$ cat src/rtl/fifo_sync_param.sv
// Parametrised single-clock FIFO with standard or first-word-fall-through read,
// programmable almost-full/almost-empty thresholds and overflow/underflow pulses.
module fifo_sync_param #(
  parameter int DATA_WIDTH = 8,
  parameter int DEPTH      = 64,
  parameter int FWFT       = 0,
  parameter int AF_LEVEL   = DEPTH - 4,
  parameter int AE_LEVEL   = 4
) (
  input  logic                    clk,
  input  logic                    rst_n,
  input  logic [DATA_WIDTH-1:0]   buf_in,
  input  logic                    wr_en,
  input  logic                    rd_en,
  output logic [DATA_WIDTH-1:0]   buf_out,
  output logic                    buf_empty,
  output logic                    buf_full,
  output logic                    buf_almost_full,
  output logic                    buf_almost_empty,
  output logic [$clog2(DEPTH):0]  fifo_counter,
  output logic                    overflow,
  output logic                    underflow
);

  localparam int AW = $clog2(DEPTH);
  localparam int CW = AW + 1;
  localparam logic [AW-1:0] PTR_ONE = AW'(1);
  localparam logic [CW-1:0] CNT_ONE = CW'(1);

  logic [DATA_WIDTH-1:0] mem [DEPTH];

  logic [AW-1:0] wr_ptr_q, wr_ptr_d;
  logic [AW-1:0] rd_ptr_q, rd_ptr_d;
  logic [CW-1:0] count_q, count_d;
  logic          overflow_q, overflow_d;
  logic          underflow_q, underflow_d;
  logic          wr_acc, rd_acc;

  // Status is decoded from the registered count only.
  assign buf_empty        = (count_q == '0);
  assign buf_full         = (count_q == CW'(DEPTH));
  assign buf_almost_full  = (count_q >= CW'(AF_LEVEL));
  assign buf_almost_empty = (count_q <= CW'(AE_LEVEL));
  assign fifo_counter     = count_q;
  assign overflow         = overflow_q;
  assign underflow        = underflow_q;

  always_comb begin
    rd_acc      = rd_en & ~buf_empty;
    // A full FIFO still takes a write when a read frees the slot in the same cycle.
    wr_acc      = wr_en & (~buf_full | rd_acc);
    wr_ptr_d    = wr_ptr_q;
    rd_ptr_d    = rd_ptr_q;
    count_d     = count_q;
    overflow_d  = wr_en & ~wr_acc;
    underflow_d = rd_en & ~rd_acc;
    if (wr_acc) wr_ptr_d = wr_ptr_q + PTR_ONE;
    if (rd_acc) rd_ptr_d = rd_ptr_q + PTR_ONE;
    case ({wr_acc, rd_acc})
      2'b10:   count_d = count_q + CNT_ONE;
      2'b01:   count_d = count_q - CNT_ONE;
      default: count_d = count_q;
    endcase
  end

  always_ff @(posedge clk or negedge rst_n) begin
    if (!rst_n) begin
      wr_ptr_q    <= '0;
      rd_ptr_q    <= '0;
      count_q     <= '0;
      overflow_q  <= 1'b0;
      underflow_q <= 1'b0;
    end else begin
      wr_ptr_q    <= wr_ptr_d;
      rd_ptr_q    <= rd_ptr_d;
      count_q     <= count_d;
      overflow_q  <= overflow_d;
      underflow_q <= underflow_d;
    end
  end

  always_ff @(posedge clk) begin
    if (wr_acc) mem[wr_ptr_q] <= buf_in;
  end

  generate
    if (FWFT != 0) begin : g_fwft
      // Head word is presented combinationally; don't-care while empty.
      assign buf_out = mem[rd_ptr_q];
    end else begin : g_std
      logic [DATA_WIDTH-1:0] dout_q, dout_d;

      always_comb begin
        dout_d = dout_q;
        if (rd_acc) dout_d = mem[rd_ptr_q];
      end

      always_ff @(posedge clk or negedge rst_n) begin
        if (!rst_n) dout_q <= '0;
        else        dout_q <= dout_d;
      end

      assign buf_out = dout_q;
    end
  endgenerate

endmodule

$ cat config.mk
export PLATFORM = sky130hd
export DESIGN_NAME = fifo_sync_param
export DESIGN_NICKNAME = d
export VERILOG_FILES = /design/src/rtl/fifo_sync_param.sv
export SDC_FILE = /design/constraint.sdc
export NUM_CORES = 1
export LEC_CHECK = 0
export CAP_MARGIN = 30
export CORE_MARGIN = 3
export CORE_UTILIZATION = 60
export CTS_BUF_LIST = sky130_fd_sc_hd__clkbuf_2 sky130_fd_sc_hd__clkbuf_4 sky130_fd_sc_hd__clkbuf_8
export DETAILED_ROUTE_END_ITERATION = 6
export GPL_TIMING_DRIVEN = 1
export HOLD_SLACK_MARGIN = 0.12
export PLACE_DENSITY = 0.75
export SYNTH_ARGS = -nofsm -noshare
export SYNTH_HDL_FRONTEND = slang
export SYNTH_SLANG_ARGS = --single-unit
$ cat constraint.sdc
create_clock -name clk -period 3.4 [get_ports clk]
set_clock_uncertainty 0.2 [all_clocks]
set_input_delay 0.68 -clock clk [delete_from_list [all_inputs] [get_ports clk]]
set_output_delay 0.68 -clock clk [all_outputs]
set_load 0.01 [all_outputs]
==> impl_metrics.yaml <==
outcome:
  outcome: "completed"
die:
  coreArea_sq_um: 34800
  num_rows: 68
  dieArea_sq_um: 37900
  initial_core_util: 0.614
  pin_count: 33
  dieWidth_um: 195
  die_h_um: 195
finish:
  n_antenna_cell: 0
  syn_to_final_growth_pct: 13.5
  drive_above_1_share: 0.290
  fin_area_sq_um: 24200
  fill_cells: 2130
  fin_nets: 1242
worst_setup_path:
  crit_chain: "or4_4, nor2_4, clkdlybuf4s50_1"
  max_stage_delay_ns: 0.62
  crit_buf_inv: 1
  worstPathRequired_ns: 2.52
  worstSetupEndpointType: "output pin"
  start_kind: "register"
  cp_max_fo: 5
  critical_path_class: "register to output pin"
  cp.arrival_ns: 2.38
  critical-path-top-delay-family: "simple AND/OR/NAND/NOR gates"
  crit_slowest_cell: "or4_4"
synth:
  ys_types: 56
  synth_top_area_share: 0.720
  synth-seq-cells: 541
  async_flop_share: 0.0536
  synth_area_leaders: "edfxtp_1 (72%), mux4_2 (12%), dfrtp_1 (3.4%)"
  syn-cell-area_sq_um: 21400
  synth_cells: 1065
  synthFlopType: "edfxtp_1"
  yosys.area.top_type: "edfxtp_1"
  yosys_warnings: 0
  syn-num-nets: 1085
  synth_most_common_cell: "edfxtp_1"
  synthTopCellsByCount: "edfxtp_1 (512), mux4_2 (115), nor2_1 (75)"
  synth_edf_count: 512
  syn_area_per_cell_sq_um: 20.1
  synth_seq_area_share: 0.754
power_and_ir_drop:
  peakVddDrop_uv: 644
  p_switching_mw: 5.67
  p_comb_frac: 0.278
  internal_power_mw: 12.9
  seqPwrFrac: 0.446
  switching_share: 0.305
  powerDensity_nw_per_um2: 767
  pwr-share-clk: 0.276
  power.leakage_nw: 8.01
clock_network:
  cts_made_buffers: 83
  clkTransAtPathRegs_ns: 0.06
  htreeDepth: 3
  cts_setup_buffers: 0
  cts_tree: "built"
  cts_root_buffer: "clkbuf_8"
  cts-hold-fix-buffers: 0
  clock_sinks: 541
  cts_buffer_depth: 3
  cts-resized-gates: 0
  insertion_delay_ns: 0.62
sta:
  rsz0062_at_grt: "no"
  worstMarginPinSlew_ns: 0.826
  fmax_mhz: 307
  slew_headroom: 0.449
  hold_violations: 0
  finalCriticalPeriod_ns: 3.26
  fin_ws_ns: 0.139
  maxSlewViolCount: 0
  post-route-period-util: 0.959
  setup_viol: 0
  setup-tns-final_ns: 0
global_route:
  grt_pass1_wl_mm: 72.0
  grt_overflow: 0
  grt_pass1_vias: 11379
  grt_max_degree: 65
  track_usage: 0.257
  antenna_found_initial: 1
route:
  dr_wl_met2_mm: 22.7
  wl_met3_mm: 4.40
  firstDrtPassIters: 6
  vias_per_cell: 6.30
  vias: 10931
  drc_errors: 0
  top_layer: "met4"
  wl_met1_mm: 18.6
  drt_iter0_drc: 1119
  ant_nets: 0
  wl_per_cell_um: 27.2
  drt-total-wl_mm: 47.2
place:
  port_buffers: 32
  dp_slack_ns: 0.0530
  hpwlAfterDp_mm: 29.8
  postPlaceCellArea_sq_um: 22700
  gp_congestion: 0.880
flow_run:
  cap_violations: 0
worst_hold_path:
  holdCritPathClass: "primary input to async pin"
[area by class of cell]
class | instances | area (sq um) | share of cell area
Clock buffer | 119 | 1440 | 0.0593
Multi-Input combinational cell | 460 | 4840 | 0.199
Tap cell | 455 | 569 | 0.0235
Inverter | 6 | 22.5 | 0.000929
Sequential cell | 541 | 16100 | 0.664
Timing Repair Buffer | 130 | 1140 | 0.0471
Clock inverter | 24 | 130 | 0.00537
[layout by cell type, fill, tap and decap left out, drive strengths merged, types with 4 or more instances in the layout]
cell type / n
a211oi: 5
a21oi: 9
a221oi: 6
a22o: 5
a22oi: 5
buf: 106
clkbuf: 119
clkdlybuf4s50: 24
clkinv: 22
dfrtp: 29
edfxtp: 512
ha: 7
inv: 6
mux2: 4
mux2i: 44
mux4: 115
nand2: 40
nand2b: 4
nand3: 11
nand3b: 7
nand4: 9
nor2: 78
nor2b: 6
nor3: 8
o21ai: 20
o221ai: 7
o22ai: 20
or3: 4
or4: 6
xnor2: 12
[power by group through the flow]
stage | clock, mW | sequential (mW) | combinational (mW)
after floorplan | 0 | 7.97 | 3.81
after global placement | 0 | 8.40 | 5.07
after detailed placement | 0 | 8.42 | 5.15
after CTS | 5.21 | 8.29 | 5.17
after global routing | 5.53 | 8.35 | 5.49
final | 5.13 | 8.30 | 5.17
[path summary, 6_finish.rpt]
kind                                  from         endpoint  slack, ns  depth (start not counted)
setup / recovery           fifo_counter[6]        buf_empty       0.14                          3
hold / removal                       rst_n  fifo_counter[0]       0.27                          2
setup reg to reg           fifo_counter[6]  fifo_counter[6]       0.40                         10
hold reg to reg                rd_ptr_q[5]      rd_ptr_q[5]       0.32                          1
max in group asynchronous            rst_n      rd_ptr_q[1]       2.37                          2
min in group clk               rd_ptr_q[5]      rd_ptr_q[5]       0.32                          1
[through the flow]
stage / total power [mW] / instances / hold WS, ns / util
2_1_floorplan: 11.8 / 1065 / 0.184 / -
5_1_grt: 19.4 / 1735 / 0.288 / 0.697
4_1_cts: 18.7 / 1735 / 0.261 / 0.697
6_report: 18.6 / 1735 / 0.275 / 0.697
3_5_place_dp: 13.6 / 1592 / 0.298 / 0.652
3_3_place_gp: 13.5 / 1592 / 0.286 / 0.652
[metal layers]
layer / up-vias / global-route usage
met1: 5582 / 0.369
met2: 564 / 0.395
met4: 0 / 0.0941
li1: 4685 / -
met5: - / 0
met3: 100 / 0.0629
[cells by family after synthesis]
group                    after synthesis  synth area share
flip-flops                           541             0.754
AO/OA/AOI/OAI                         90            0.0291
adder cells (fa/ha/maj)                8           0.00504
XOR/XNOR                              14           0.00574
multiplexers                         163             0.144
buffers and inverters                 64            0.0196
AND/OR/NAND/NOR                      185            0.0426
[sequential cells by signal (all words and copies together), names as in the netlist]
signal        cells
mem             512
buf_out           8
fifo_counter      7
rd_ptr_q          6
wr_ptr_q          6
overflow          1
underflow         1
No activity file was read; power rests on OpenSTA's default activity.
